<file path="src/rtl/uart_mmio_peripheral.sv">
// uart_mmio_peripheral: memory-mapped 8N1 UART responder with TX FIFO and one-byte RX holding register
// Ports: clk/reset (sync, active-high); WE/RE/ADDR/WD core bus strobes, address and store data;
// RD/hit combinational read data and window decode; rx async serial in; tx registered serial out.
module uart_mmio_peripheral #(
   parameter logic [31:0] BASE_ADDR    = 32'h0000_0400,
   parameter int          CLKS_PER_BIT = 868,
   parameter int          TX_DEPTH     = 16
) (
   input  logic        clk,
   input  logic        reset,
   input  logic [1:0]  WE,
   input  logic        RE,
   input  logic [31:0] ADDR,
   input  logic [31:0] WD,
   output logic [31:0] RD,
   output logic        hit,
   input  logic        rx,
   output logic        tx
);
   localparam int AW = $clog2(TX_DEPTH);
   localparam int CW = $clog2(CLKS_PER_BIT);
   localparam logic [CW-1:0] C_LAST = CW'(CLKS_PER_BIT - 1);
   localparam logic [CW-1:0] C_HALF = CW'(CLKS_PER_BIT / 2 - 1);
   typedef enum logic [1:0] {S_IDLE, S_START, S_DATA, S_STOP} state_t;
   logic [7:0]    r_mem [TX_DEPTH];
   logic [AW:0]   r_wp, r_rp;
   state_t        r_tx_st, r_rx_st;
   logic [CW-1:0] r_tx_cnt, r_rx_cnt;
   logic [2:0]    r_tx_bit, r_rx_bit;
   logic [7:0]    r_tx_sh, r_rx_sh, r_rx_data;
   logic          r_rx_s1, r_rx_s2, r_rx_valid, r_rx_ovr, r_tx_ovf, r_rx_ferr;
   logic          w_tx_wr, w_st_wr, w_rx_rd, w_empty, w_full, w_pop, w_push, w_busy;
   logic          w_tx_tick, w_rx_tick, w_rx_half, w_stop, w_ok;
   logic [6:0]    w_status;
   logic          w_unused;
   assign w_unused  = &{1'b0, WD[31:8], ADDR[1:0]};
   assign hit       = ADDR[31:4] == BASE_ADDR[31:4];
   assign w_tx_wr   = hit & (WE != 2'b00) & (ADDR[3:2] == 2'd0);
   assign w_st_wr   = hit & (WE != 2'b00) & (ADDR[3:2] == 2'd2);
   assign w_rx_rd   = hit & RE & (ADDR[3:2] == 2'd1);
   assign w_empty   = r_wp == r_rp;
   assign w_full    = (r_wp ^ r_rp) == {1'b1, {AW{1'b0}}};
   assign w_tx_tick = r_tx_cnt == C_LAST;
   assign w_rx_tick = r_rx_cnt == C_LAST;
   assign w_rx_half = r_rx_cnt == C_HALF;
   // the serializer takes a byte either from idle or straight out of a finished stop bit
   assign w_pop     = !w_empty & ((r_tx_st == S_IDLE) | ((r_tx_st == S_STOP) & w_tx_tick));
   // a full FIFO still accepts a push on a pop edge: the freed slot is the one written
   assign w_push    = w_tx_wr & (!w_full | w_pop);
   assign w_busy    = !w_empty | (r_tx_st != S_IDLE);
   assign w_stop    = (r_rx_st == S_STOP) & w_rx_tick;
   assign w_ok      = w_stop & r_rx_s2;
   assign w_status  = {r_rx_ferr, r_tx_ovf, r_rx_ovr, r_rx_valid, w_busy, w_empty, w_full};
   assign RD        = !hit ? 32'd0 : (ADDR[3:2] == 2'd1) ? {24'd0, r_rx_data} :
                      (ADDR[3:2] == 2'd2) ? {25'd0, w_status} : 32'd0;
   always_ff @(posedge clk)
      if (w_push) r_mem[r_wp[AW-1:0]] <= WD[7:0];
   always_ff @(posedge clk) begin
      if (reset) begin
         r_wp <= '0;
         r_rp <= '0;
      end else begin
         r_wp <= w_push ? r_wp + 1'b1 : r_wp;
         r_rp <= w_pop ? r_rp + 1'b1 : r_rp;
      end
   end
   always_ff @(posedge clk) begin
      if (reset) begin
         r_tx_st  <= S_IDLE;
         r_tx_cnt <= '0;
         r_tx_bit <= '0;
         r_tx_sh  <= '0;
         tx       <= 1'b1;
      end else begin
         r_tx_cnt <= (r_tx_st == S_IDLE || w_tx_tick) ? '0 : r_tx_cnt + 1'b1;
         if (w_pop) begin
            r_tx_sh <= r_mem[r_rp[AW-1:0]];
            tx      <= 1'b0;
            r_tx_st <= S_START;
         end else if (w_tx_tick) begin
            case (r_tx_st)
               S_START: begin
                  tx       <= r_tx_sh[0];
                  r_tx_sh  <= r_tx_sh >> 1;
                  r_tx_bit <= '0;
                  r_tx_st  <= S_DATA;
               end
               S_DATA: begin
                  tx       <= (r_tx_bit == 3'd7) ? 1'b1 : r_tx_sh[0];
                  r_tx_sh  <= r_tx_sh >> 1;
                  r_tx_bit <= r_tx_bit + 1'b1;
                  r_tx_st  <= (r_tx_bit == 3'd7) ? S_STOP : S_DATA;
               end
               S_STOP:  r_tx_st <= S_IDLE;
               default: r_tx_st <= S_IDLE;
            endcase
         end
      end
   end
   always_ff @(posedge clk) begin
      if (reset) begin
         r_rx_s1  <= 1'b1;
         r_rx_s2  <= 1'b1;
         r_rx_st  <= S_IDLE;
         r_rx_cnt <= '0;
         r_rx_bit <= '0;
         r_rx_sh  <= '0;
      end else begin
         r_rx_s1  <= rx;
         r_rx_s2  <= r_rx_s1;
         r_rx_cnt <= (r_rx_st == S_IDLE || w_rx_tick || (r_rx_st == S_START && w_rx_half)) ? '0 : r_rx_cnt + 1'b1;
         case (r_rx_st)
            S_IDLE:  r_rx_st <= r_rx_s2 ? S_IDLE : S_START;
            S_START: if (w_rx_half) r_rx_st <= r_rx_s2 ? S_IDLE : S_DATA;
            S_DATA: if (w_rx_tick) begin
               r_rx_sh  <= {r_rx_s2, r_rx_sh[7:1]};
               r_rx_bit <= r_rx_bit + 1'b1;
               r_rx_st  <= (r_rx_bit == 3'd7) ? S_STOP : S_DATA;
            end
            S_STOP:  if (w_rx_tick) r_rx_st <= S_IDLE;
            default: r_rx_st <= S_IDLE;
         endcase
      end
   end
   // a new byte lands when the holder is empty or being read out this very edge
   always_ff @(posedge clk) begin
      if (reset) begin
         r_rx_data  <= '0;
         r_rx_valid <= 1'b0;
         r_rx_ovr   <= 1'b0;
         r_tx_ovf   <= 1'b0;
         r_rx_ferr  <= 1'b0;
      end else begin
         r_rx_data  <= (w_ok & (!r_rx_valid | w_rx_rd)) ? r_rx_sh : r_rx_data;
         r_rx_valid <= w_ok | (r_rx_valid & !w_rx_rd);
         r_rx_ovr   <= (r_rx_ovr & !(w_st_wr & WD[4])) | (w_ok & r_rx_valid & !w_rx_rd);
         r_tx_ovf   <= (r_tx_ovf & !(w_st_wr & WD[5])) | (w_tx_wr & w_full & !w_pop);
         r_rx_ferr  <= (r_rx_ferr & !(w_st_wr & WD[6])) | (w_stop & !r_rx_s2);
      end
   end
endmodule

</file>
<file path="config.mk">
export PLATFORM = sky130hd
export DESIGN_NAME = uart_mmio_peripheral
export DESIGN_NICKNAME = d
export VERILOG_FILES = /design/src/rtl/uart_mmio_peripheral.sv
export SDC_FILE = /design/constraint.sdc
export NUM_CORES = 1
export LEC_CHECK = 0
export BUFFER_PORTS_ARGS = -buffer_cell sky130_fd_sc_hd__buf_2
export CORE_MARGIN = 2
export CORE_UTILIZATION = 65
export CTS_BUF_LIST = sky130_fd_sc_hd__clkbuf_8
export DETAILED_ROUTE_END_ITERATION = 10
export PLACE_DENSITY = 0.95
export REMOVE_ABC_BUFFERS = 1
export SYNTH_ARGS = -nofsm -noshare
export SYNTH_HDL_FRONTEND = slang
export SYNTH_SLANG_ARGS = --single-unit
</file>
<file path="constraint.sdc">
create_clock -name clk -period 7.68 [get_ports clk]
set_input_delay 0 -clock clk [delete_from_list [all_inputs] [get_ports clk]]
set_output_delay 0 -clock clk [all_outputs]
set_load 0.05 [all_outputs]
</file>
==> metrics.txt, run 1 <==
final non-filler cell area=9640 sq um; per-cell routed wire length=about 20 um; worst min-delay path class=primary input to register; count of cells resized by post-cts repair=0; number of clock sinks=between 200 and 250; setup repair after global routing missed its margin=false; number of buffers inserted by post-CTS setup repair=0; DR vias/cell=6.28; Yosys Warn Count=0; WL final=18800 um; number of top-level design ports=104; least setup slack across all paths after layout=4.68 ns; Iter 0 DRT Violations=just under 800; type of element launching the critical path=register; final-layout setup total negative slack=0 ns; netlist area before placement=~8600 sq um; Worst R2R Path Depth=6; remaining antenna violation count=0; proportion of synthesized flip-flops having asynchronous set or reset=0; final hold violations=0; final-report setup violation count=0; net total in the final layout=806; DR DRC count=0; buffer cell driving the clock tree root=clkbuf_8; latest clock arrival within the worst-skew pair=0.51 ns; final worst path period need=3.00 ns; final count of pins violating max slew=0; Worst Path Class, Setup=register to register; number of maximum-capacitance violations=0; worst setup path startpoint=r_tx_cnt[0]; prevailing post-synth register cell=edfxtp_1; Non-Filler Instances=917; mean area per synthesized cell=13.3 sq um; vias after detailed routing=5760; width of the die=119 um; first-pass iteration count of the detailed router=5; Tot GR Track Use=0.272; initial core utilization=0.660; period utilisation layout=0.391; maximum level of the CTS H-tree=2; core area=approximately 13000 sq um; Peak supply drop=0.000151 V; Post-Place Cell Area=~9000 sq um; post-detail-place hpwl=between 10000 and 15000 um; r2r endpoint=r_mem[10][0]; area leader, netlist=edfxtp_1; CP Data Required Time=approximately 7.8 ns; Clock Tree Buf Depth=3; maximum net fanout on the critical path=10; top cells by area in the synthesized netlist=edfxtp_1, dfxtp_1, mux4_2; Site Rows=42; clock-pin slew reported for the worst setup and hold paths after clock tree synthesis=approximately 0.06 ns; number of buffers added by the clock tree synthesis step=34; IO buf count=53; Worst R2R Start=r_tx_cnt[0]; part of the Yosys area used for sequential elements=0.619; highest attainable clock frequency=0.333 GHz; leftover overflow at the end of global routing=0; worst setup slack after placement=between 4 and 5 ns; arrival time at the worst endpoint=3.09 ns; CTS tree=yes; endpoint of the worst hold path=r_wp[4]; slew at the pin closest to its max-slew limit=1.13 ns; setup slack, reg-to-reg=4.68 ns; overall power=2.26 mW; fraction of synthesized cell area taken by the top area cell type=0.445; final estimated routing congestion in global placement=0.782; critical path capture point type=register; #FFs+latches synth=slightly above 200; Hold Crit Depth=5; share of post-route cells with drive strength above 1=0.200; layout overhead on the synthesized area=11.7%; number of antenna violations at the first check in global routing=0; Die ar.=approximately 14000 sq um; result of the run=completed; number of enable-type register cells in the synthesized netlist=around 130; P_leak=3.39 nW; largest net degree at the start of global routing=59; Placed Instances=848; y dimension of the die=between 100 and 150 um; power density of the placed cells=approximately 230 nW/um^2; Clock Skews=~0.036 ns; Yosys cell types=58; synthesized instance count=649; max-slew headroom at the worst pin=0.249; via count of the first global-routing pass=5874; first-pass GRT wire length=30000 um; count of antenna diodes in the layout=0; startpoint of the worst hold path=ADDR[29]
logic make-up after synthesis:
kind of cell,Yosys count,synth area share
buf+inv,69,0.0428
flops,203,0.619
mux,47,0.101
compound gates,90,0.0680
xor+xnor,25,0.0254
other cells,1,0.000434
fa+ha+maj,16,0.0232
simple gates,198,0.120
sequential cells by signal, summed over array words and instances (netlist names), named ones only:
register,flops
r_rx_s1,1
r_rx_s2,1
r_rx_cnt,10
r_tx_st,2
r_rx_data,8
r_rx_ovr,1
r_tx_sh,8
r_mem,128
tx,1
r_rp,5
r_rx_valid,1
r_rx_bit,3
r_rx_st,1
r_tx_ovf,1
r_wp,5
r_rx_sh,8
r_tx_cnt,10
r_tx_bit,3
r_rx_ferr,1
cells in the mapped netlist (all sizes together), types with 6 or more instances:
library cell  count
a21oi            29
a311oi            7
and3              6
buf              39
clkbuf           18
dfxtp            75
edfxtp          128
ha               16
inv              12
mux2i            15
mux4             32
nand2            31
nand3            22
nand4            14
nor2             77
nor3              6
o21ai            16
o22ai            14
xnor2            13
xor2             12
how the worst max path moves through the flow:
stage	end	depth (start not counted)	slack, ns
6_report	r_mem[10][0]	6	4.68
5_1_grt	r_mem[10][0]	6	4.59
4_1_cts	r_mem[10][0]	6	4.78
3_5_place_dp	r_mem[10][0]	6	4.79
3_3_place_gp	r_mem[14][4]	6	5.06
2_1_floorplan	r_tx_sh[6]	5	5.09
metrics by stage:
stage               hold slack [ns]   util
floorplan                    0.0691      -
global placement              0.184  0.681
detailed placement            0.185  0.681
CTS                         0.00763  0.737
global route                 0.0656  0.737
finish                       0.0324  0.737
power by group:
group | total, mW | switching (mW) | internal, mW
Sequential | 1.21 | 0.0344 | 1.17
Clock | 0.862 | 0.402 | 0.460
Combinational | 0.191 | 0.108 | 0.0832
routing by layer:
metal  up-vias  global-route usage  routed length, um
li1       2546                   -                  -
met1      2879               0.334               7160
met2       273               0.485              10000
met3        62              0.0465               1020
met4         0               0.102                581
met5         -                   0                  0
final cells by class:
class	instances	area [sq um]
Clock inverter	18	73.8
Tap cell	176	220
Sequential cell	203	5350
Clock buffer	39	537
Fill cell	757	3440
Inverter	12	45.0
Multi-Input combinational cell	400	3000
Timing Repair Buffer	69	415
critical path: stages (launching register included):
cell and delay [ns]:
dfxtp_1 0.39, ha_1 0.26, nor3b_2 0.30, a41oi_4 0.19
nand3_1 0.34, nand4_1 0.26, nor2_1 0.84
placed cells by master, fill, tap and decap left out, types with 5 or more instances in the layout:
cell type / count
inv_1: 24
o21ai_0: 16
xor2_1: 12
dfxtp_1: 74
nor2_1: 76
edfxtp_1: 128
buf_2: 53
nor3_1: 6
a22oi_1: 5
mux2i_1: 15
conb_1: 24
nand2_1: 31
a21oi_1: 29
xnor2_1: 13
and3_1: 6
clkbuf_8: 39
mux4_2: 32
a311oi_1: 7
o22ai_1: 14
ha_1: 16
dlygate4sd3_1: 12
nand4_1: 13
nand3_1: 22
timing repair:
| item | CTS | global route |
|---|---|---|
| endpoints found under the setup margin | 0 | 0 |
| endpoints found under the hold margin | 134 | 0 |
| hold buffers | 12 | 0 |
Power figures use the tool's default switching activity.
==> run 2: changes to the inputs <==
Settings changed: CORE_UTILIZATION 65 to 60, PLACE_DENSITY 0.95 to 0.92.
Clock period 7.68 ns to 3.12 ns, I/O delays scaled along.
==> run 2 against run 1 <==
Compared with the run above: global-route usage fell by 1.8 points; cell count rose by 2.2%; clock skew rose by 0.0035 ns; setup slack got worse by 4.3 ns; critical path depth fell by 1.
==> metrics.txt, run 2 (synthesis results as in run 1) <==
P_leak=approximately 3.5 nW; via count of the first global-routing pass=5744; Site Rows=43; reported net switching power=1.31 mW; highest-count cells in the layout ignoring fill and taps=edfxtp_1, nor2_1, dfxtp_1; portion of total power attributed to sequential cells=0.531; critical path capture point type=register; initial core utilization=0.617; post-layout utilization of the core=0.698; net total in the final layout=819; cell-internal power=4.19 mW; final count of pins violating max slew=0; first-pass iteration count of the detailed router=5; y dimension of the die=124 um; max-slew headroom at the worst pin=0.314; final estimated routing congestion in global placement=0.898; Die ar.=roughly 15000 sq um; buffers plus inverters on the worst setup path=1; share of post-route cells with drive strength above 1=0.211; Worst Path Class, Setup=register to register; number of top-level design ports=104; final worst path period need=2.74 ns; per-cell routed wire length=19.8 um; slew at the pin closest to its max-slew limit=1.03 ns; power density of the placed cells=563 nW/um^2; latest clock arrival within the worst-skew pair=0.57 ns; IO buf count=53; final hold violations=0; Peak supply drop=0.000394 V; worst min-delay path class=primary input to register; final-layout setup total negative slack=0 ns; count of cells resized by post-cts repair=0; count of antenna diodes in the layout=0; leftover overflow at the end of global routing=0; number of clock sinks=slightly above 200; DR vias/cell=6.11; stage delay of the slowest cell on the critical path=0.61 ns; arrival time at the worst endpoint=3.25 ns; fraction of power spent switching nets=0.238; CTS tree=yes; flip-flop count of the largest register after layout=128; vias after detailed routing=5726; Comb pwr share=0.096; clock network fraction of design power=0.373; least setup slack across all paths after layout=roughly 0.38 ns; number of buffers added by the clock tree synthesis step=30; type of element launching the critical path=register; post-detail-place hpwl=~12000 um; highest attainable clock frequency=~0.37 GHz; Iter 0 DRT Violations=536; number of antenna violations at the first check in global routing=0; DR DRC count=0; width of the die=124 um; number of buffers inserted by post-CTS setup repair=0; first-pass GRT wire length=29500 um; maximum net fanout on the critical path=11; WL final=18500 um; layout overhead on the synthesized area=13.1%; Clock Tree Buf Depth=3; setup repair after global routing missed its margin=false; result of the run=completed; number of maximum-capacitance violations=0; most common cell after layout, fill and taps aside=edfxtp_1; crit path cell chain=xor2_1 -> nor4_4 -> nand3_1 -> o41ai_1 -> dlygate4sd3_1; period utilisation layout=0.877; category of cells accounting for the largest share of critical-path delay=simple AND/OR/NAND/NOR gates; CP Data Required Time=3.63 ns; slowest library cell on the worst path=dlygate4sd3_1; core area=about 14000 sq um; final-report setup violation count=0; largest net degree at the start of global routing=59; worst setup slack after placement=around 0.65 ns; clock-pin slew reported for the worst setup and hold paths after clock tree synthesis=0.06 ns; buffer cell driving the clock tree root=clkbuf_8; Tot GR Track Use=0.254; maximum level of the CTS H-tree=1; remaining antenna violation count=0; Clock Skews=0.0398 ns
[run 2: cell types whose count changed in the layout (fill, tap and decap cells not counted), sizes merged]
cell         previous run  this run
buf                    57        71
clkbuf                 39        38
clkinv                  5         6
clkinvlp                1         0
dlygate4sd3            12        15
[run 2: timing repair]
item,in CTS,in global routing
endpoints found under the hold margin,137,0
endpoints found under the setup margin,0,0
hold buffers,15,0
[run 2: final timing paths]
kind | cells past startpoint | from | slack (ns) | endpoint
hold reg to reg | 1 | r_rx_s1 | 0.42 | r_rx_s2
setup reg to reg | 5 | r_wp[3] | 0.38 | r_tx_ovf
hold / removal | 6 | ADDR[27] | 0.05 | r_wp[3]
setup / recovery | 5 | r_wp[3] | 0.38 | r_tx_ovf
[run 2: cell type report]
type	instances	area, sq um
Sequential cell	203	5350
Fill cell	878	4220
Multi-Input combinational cell	400	3000
Timing Repair Buffer	86	551
Clock buffer	38	523
Tap cell	180	225
Clock inverter	18	70.1
Inverter	12	45.0
[run 2: worst register-to-register path, delay by kind of cell, from the launching register on]
family                    cells  cell delay [ns]
xor gates and xnor gates      1             0.19
AOI/OAI and AO/OA             1             0.41
DFF                           1             0.59
and+or+nand+nor               2             0.89
buffers and inverters         1             0.61
[run 2: power groups by stage]
| stage | clock network (mW) | registers (mW) | logic [mW] |
|---|---|---|---|
| global placement | 0 | 2.97 | 0.489 |
| global route | 2.19 | 2.92 | 0.571 |
| CTS | 2.07 | 2.92 | 0.529 |
| floorplan | 0 | 3.02 | 0.317 |
| finish | 2.05 | 2.92 | 0.528 |
| detailed placement | 0 | 2.97 | 0.514 |
[run 2: metrics by stage]
step | std cells | power [mW] | hold slack, ns | area (sq um)
5_1_grt | 937 | 5.69 | 0.0958 | 9760
4_1_cts | 937 | 5.52 | 0.0425 | 9760
2_1_floorplan | 615 | 3.34 | 0.0691 | 8390
3_5_place_dp | 866 | 3.49 | 0.185 | 9020
3_3_place_gp | 866 | 3.46 | 0.187 | 9020
6_report | 937 | 5.50 | 0.0462 | 9760
[run 2: per-layer routing]
metal  wire (um)  GRT usage  part of all wire  vias up
li1            -          -                 -     2566
met1        6870      0.307              0.37     2808
met2        9870      0.462              0.53      289
met3        1120     0.0330             0.060       63
met4         661      0.105             0.036        0
met5           0          0                 0        -
==> run 3: changes to the inputs <==
Settings changed: MAX_ROUTING_LAYER set to met4.
Clock period 3.12 ns to 2.65 ns, I/O delays scaled along.
==> run 3 against run 2 <==
Compared with the run above: largest cell class unchanged; routed wire length down 1.3%; non-clock buffer count is 4 higher; setup slack worse by 0.37 ns; via count barely moved.
==> metrics.txt, run 3 (synthesis results as in run 1) <==
number of top-level design ports=~100; flip-flop count of the largest register after layout=128; final count of pins violating max slew=0; Clock Tree Buf Depth=3; IO buf count=53; Hold Crit Depth=6; max-slew headroom at the worst pin=0.398; overall power=roughly 6.5 mW; final hold violations=0; final worst path period need=2.64 ns; CP Data Required Time=2.82 ns; WL final=roughly 18000 um; buffer cell driving the clock tree root=clkbuf_8; worst setup path startpoint=r_tx_cnt[0]; worst min-delay path class=primary input to register; highest metal layer with signal wires=met4; vias after detailed routing=~5700; least setup slack across all paths after layout=0.0144 ns; remaining antenna violation count=0; routed length on met2=between 9000 and 10000 um; type of element launching the critical path=register; highest-count cells in the layout ignoring fill and taps=edfxtp_1, dfxtp_1, nor2_1; Site Rows=43; width of the die=124 um; maximum level of the CTS H-tree=1; first-pass GRT wire length=28900 um; area taken by flip-flops and latches=5350 sq um; core area=14000 sq um; maximum net fanout on the critical path=9; y dimension of the die=124 um; final-report setup violation count=0; CTS tree=yes; setup repair after global routing missed its margin=true; DR DRC count=0; period utilisation layout=0.995; Clock Skews=approximately 0.018 ns; slew at the pin closest to its max-slew limit=0.900 ns; number of maximum-capacitance violations=0; footprint of the multi-input gates=3030 sq um; power density of the placed cells=660 nW/um^2; DR vias/cell=approximately 6; Tot GR Track Use=0.255; clock-pin slew reported for the worst setup and hold paths after clock tree synthesis=0.06 ns; per-cell routed wire length=between 15 and 20 um; latest clock arrival within the worst-skew pair=0.54 ns; first-pass iteration count of the detailed router=6; P_leak=3.51 nW; initial core utilization=0.617; largest net degree at the start of global routing=36; share of post-route cells with drive strength above 1=0.228; number of antenna violations at the first check in global routing=0; Iter 0 DRT Violations=523; filler cell count in the final layout=between 800 and 900; routed length on met1=7020 um; count of antenna diodes in the layout=0; Worst R2R Start=r_tx_cnt[0]; via count of the first global-routing pass=5723; endpoint of the worst hold path=r_wp[4]; worst setup slack after placement=0.0459 ns; r2r endpoint=r_mem[5][0]; arrival time at the worst endpoint=2.81 ns; Non-Filler Instances=943; number of clock sinks=between 200 and 250; Peak supply drop=0.000469 V; most common cell after layout, fill and taps aside=edfxtp_1; result of the run=completed; startpoint of the worst hold path=ADDR[30]; Worst Path Class, Setup=register to register; Die ar.=15400 sq um; highest attainable clock frequency=0.379 GHz; Placed Instances=868; final estimated routing congestion in global placement=between 0.8 and 0.9; critical path capture point type=register; hold slack final=0.0919 ns; setup slack, reg-to-reg=0.01 ns; number of buffers added by the clock tree synthesis step=31; Worst R2R Path Depth=7; layout overhead on the synthesized area=13.9%; net total in the final layout=824; post-detail-place hpwl=12000 um; wire length on met3=1170 um; leftover overflow at the end of global routing=0
[run 3: cell count changes in the layout (fill, tap and decap cells not counted), moves of 2 or more]
cell / before / now
inv_1: 24 / 28
nor2_1: 76 / 69
clkinv_1: 4 / 1
clkinvlp_4: 0 / 2
buf_4: 18 / 22
nor2_2: 0 / 7
[run 3: worst max-delay path, stage by stage (launching register included)]
cell	delay, ns
dfxtp_1	0.37
ha_1	0.18
nor3b_2	0.26
a41oi_4	0.15
nand3_1	0.14
buf_4	0.18
nand4_1	0.31
nor2_1	0.69
[run 3: layer usage]
layer  GRT usage  up-vias
li1            -     2576
met1       0.307     2810
met2       0.443      290
met3      0.0334       51
met4      0.0955        0
met5           -        -
[run 3: metrics by stage]
stage | TNS, ns | area, sq um | util
2_1_floorplan | 0 | 8390 | -
3_3_place_gp | 0 | 9050 | 0.647
3_5_place_dp | 0 | 9050 | 0.647
4_1_cts | 0 | 9790 | 0.700
5_1_grt | -1.39 | 9830 | 0.703
6_report | 0 | 9830 | 0.703
[run 3: worst max-delay path by stage]
stage / slack [ns] / to / cells after the start
final: 0.01 / r_mem[5][0] / 7
after floorplan: 0.06 / r_tx_sh[6] / 5
after CTS: 0.01 / r_mem[9][4] / 7
after global routing: -0.10 / r_mem[5][0] / 7
after detailed placement: 0.05 / r_mem[10][4] / 7
after global placement: 0.22 / r_mem[3][7] / 6
[run 3: final cells by class]
type	instances	area share
timing repair buffer	90	0.0601
clock buffer	37	0.0518
tap	180	0.0229
clock inverter	21	0.00904
inverter	12	0.00458
multi-input combinational	400	0.308
sequential	203	0.544
[run 3: power by group]
| group | total (mW) | switching (mW) | internal, mW |
|---|---|---|---|
| clock | 2.38 | 1.12 | 1.26 |
| sequential | 3.46 | 0.0532 | 3.40 |
| combinational | 0.650 | 0.371 | 0.280 |
| total | 6.49 | 1.54 | 4.95 |
[run 3: timing repair]
action                                 in CTS  in global routing
endpoints found under the hold margin     156                  0
gates resized for setup                     0                  7
hold buffers                               14                  0
setup buffers                               0                  3
setup endpoints to repair                   0                 57
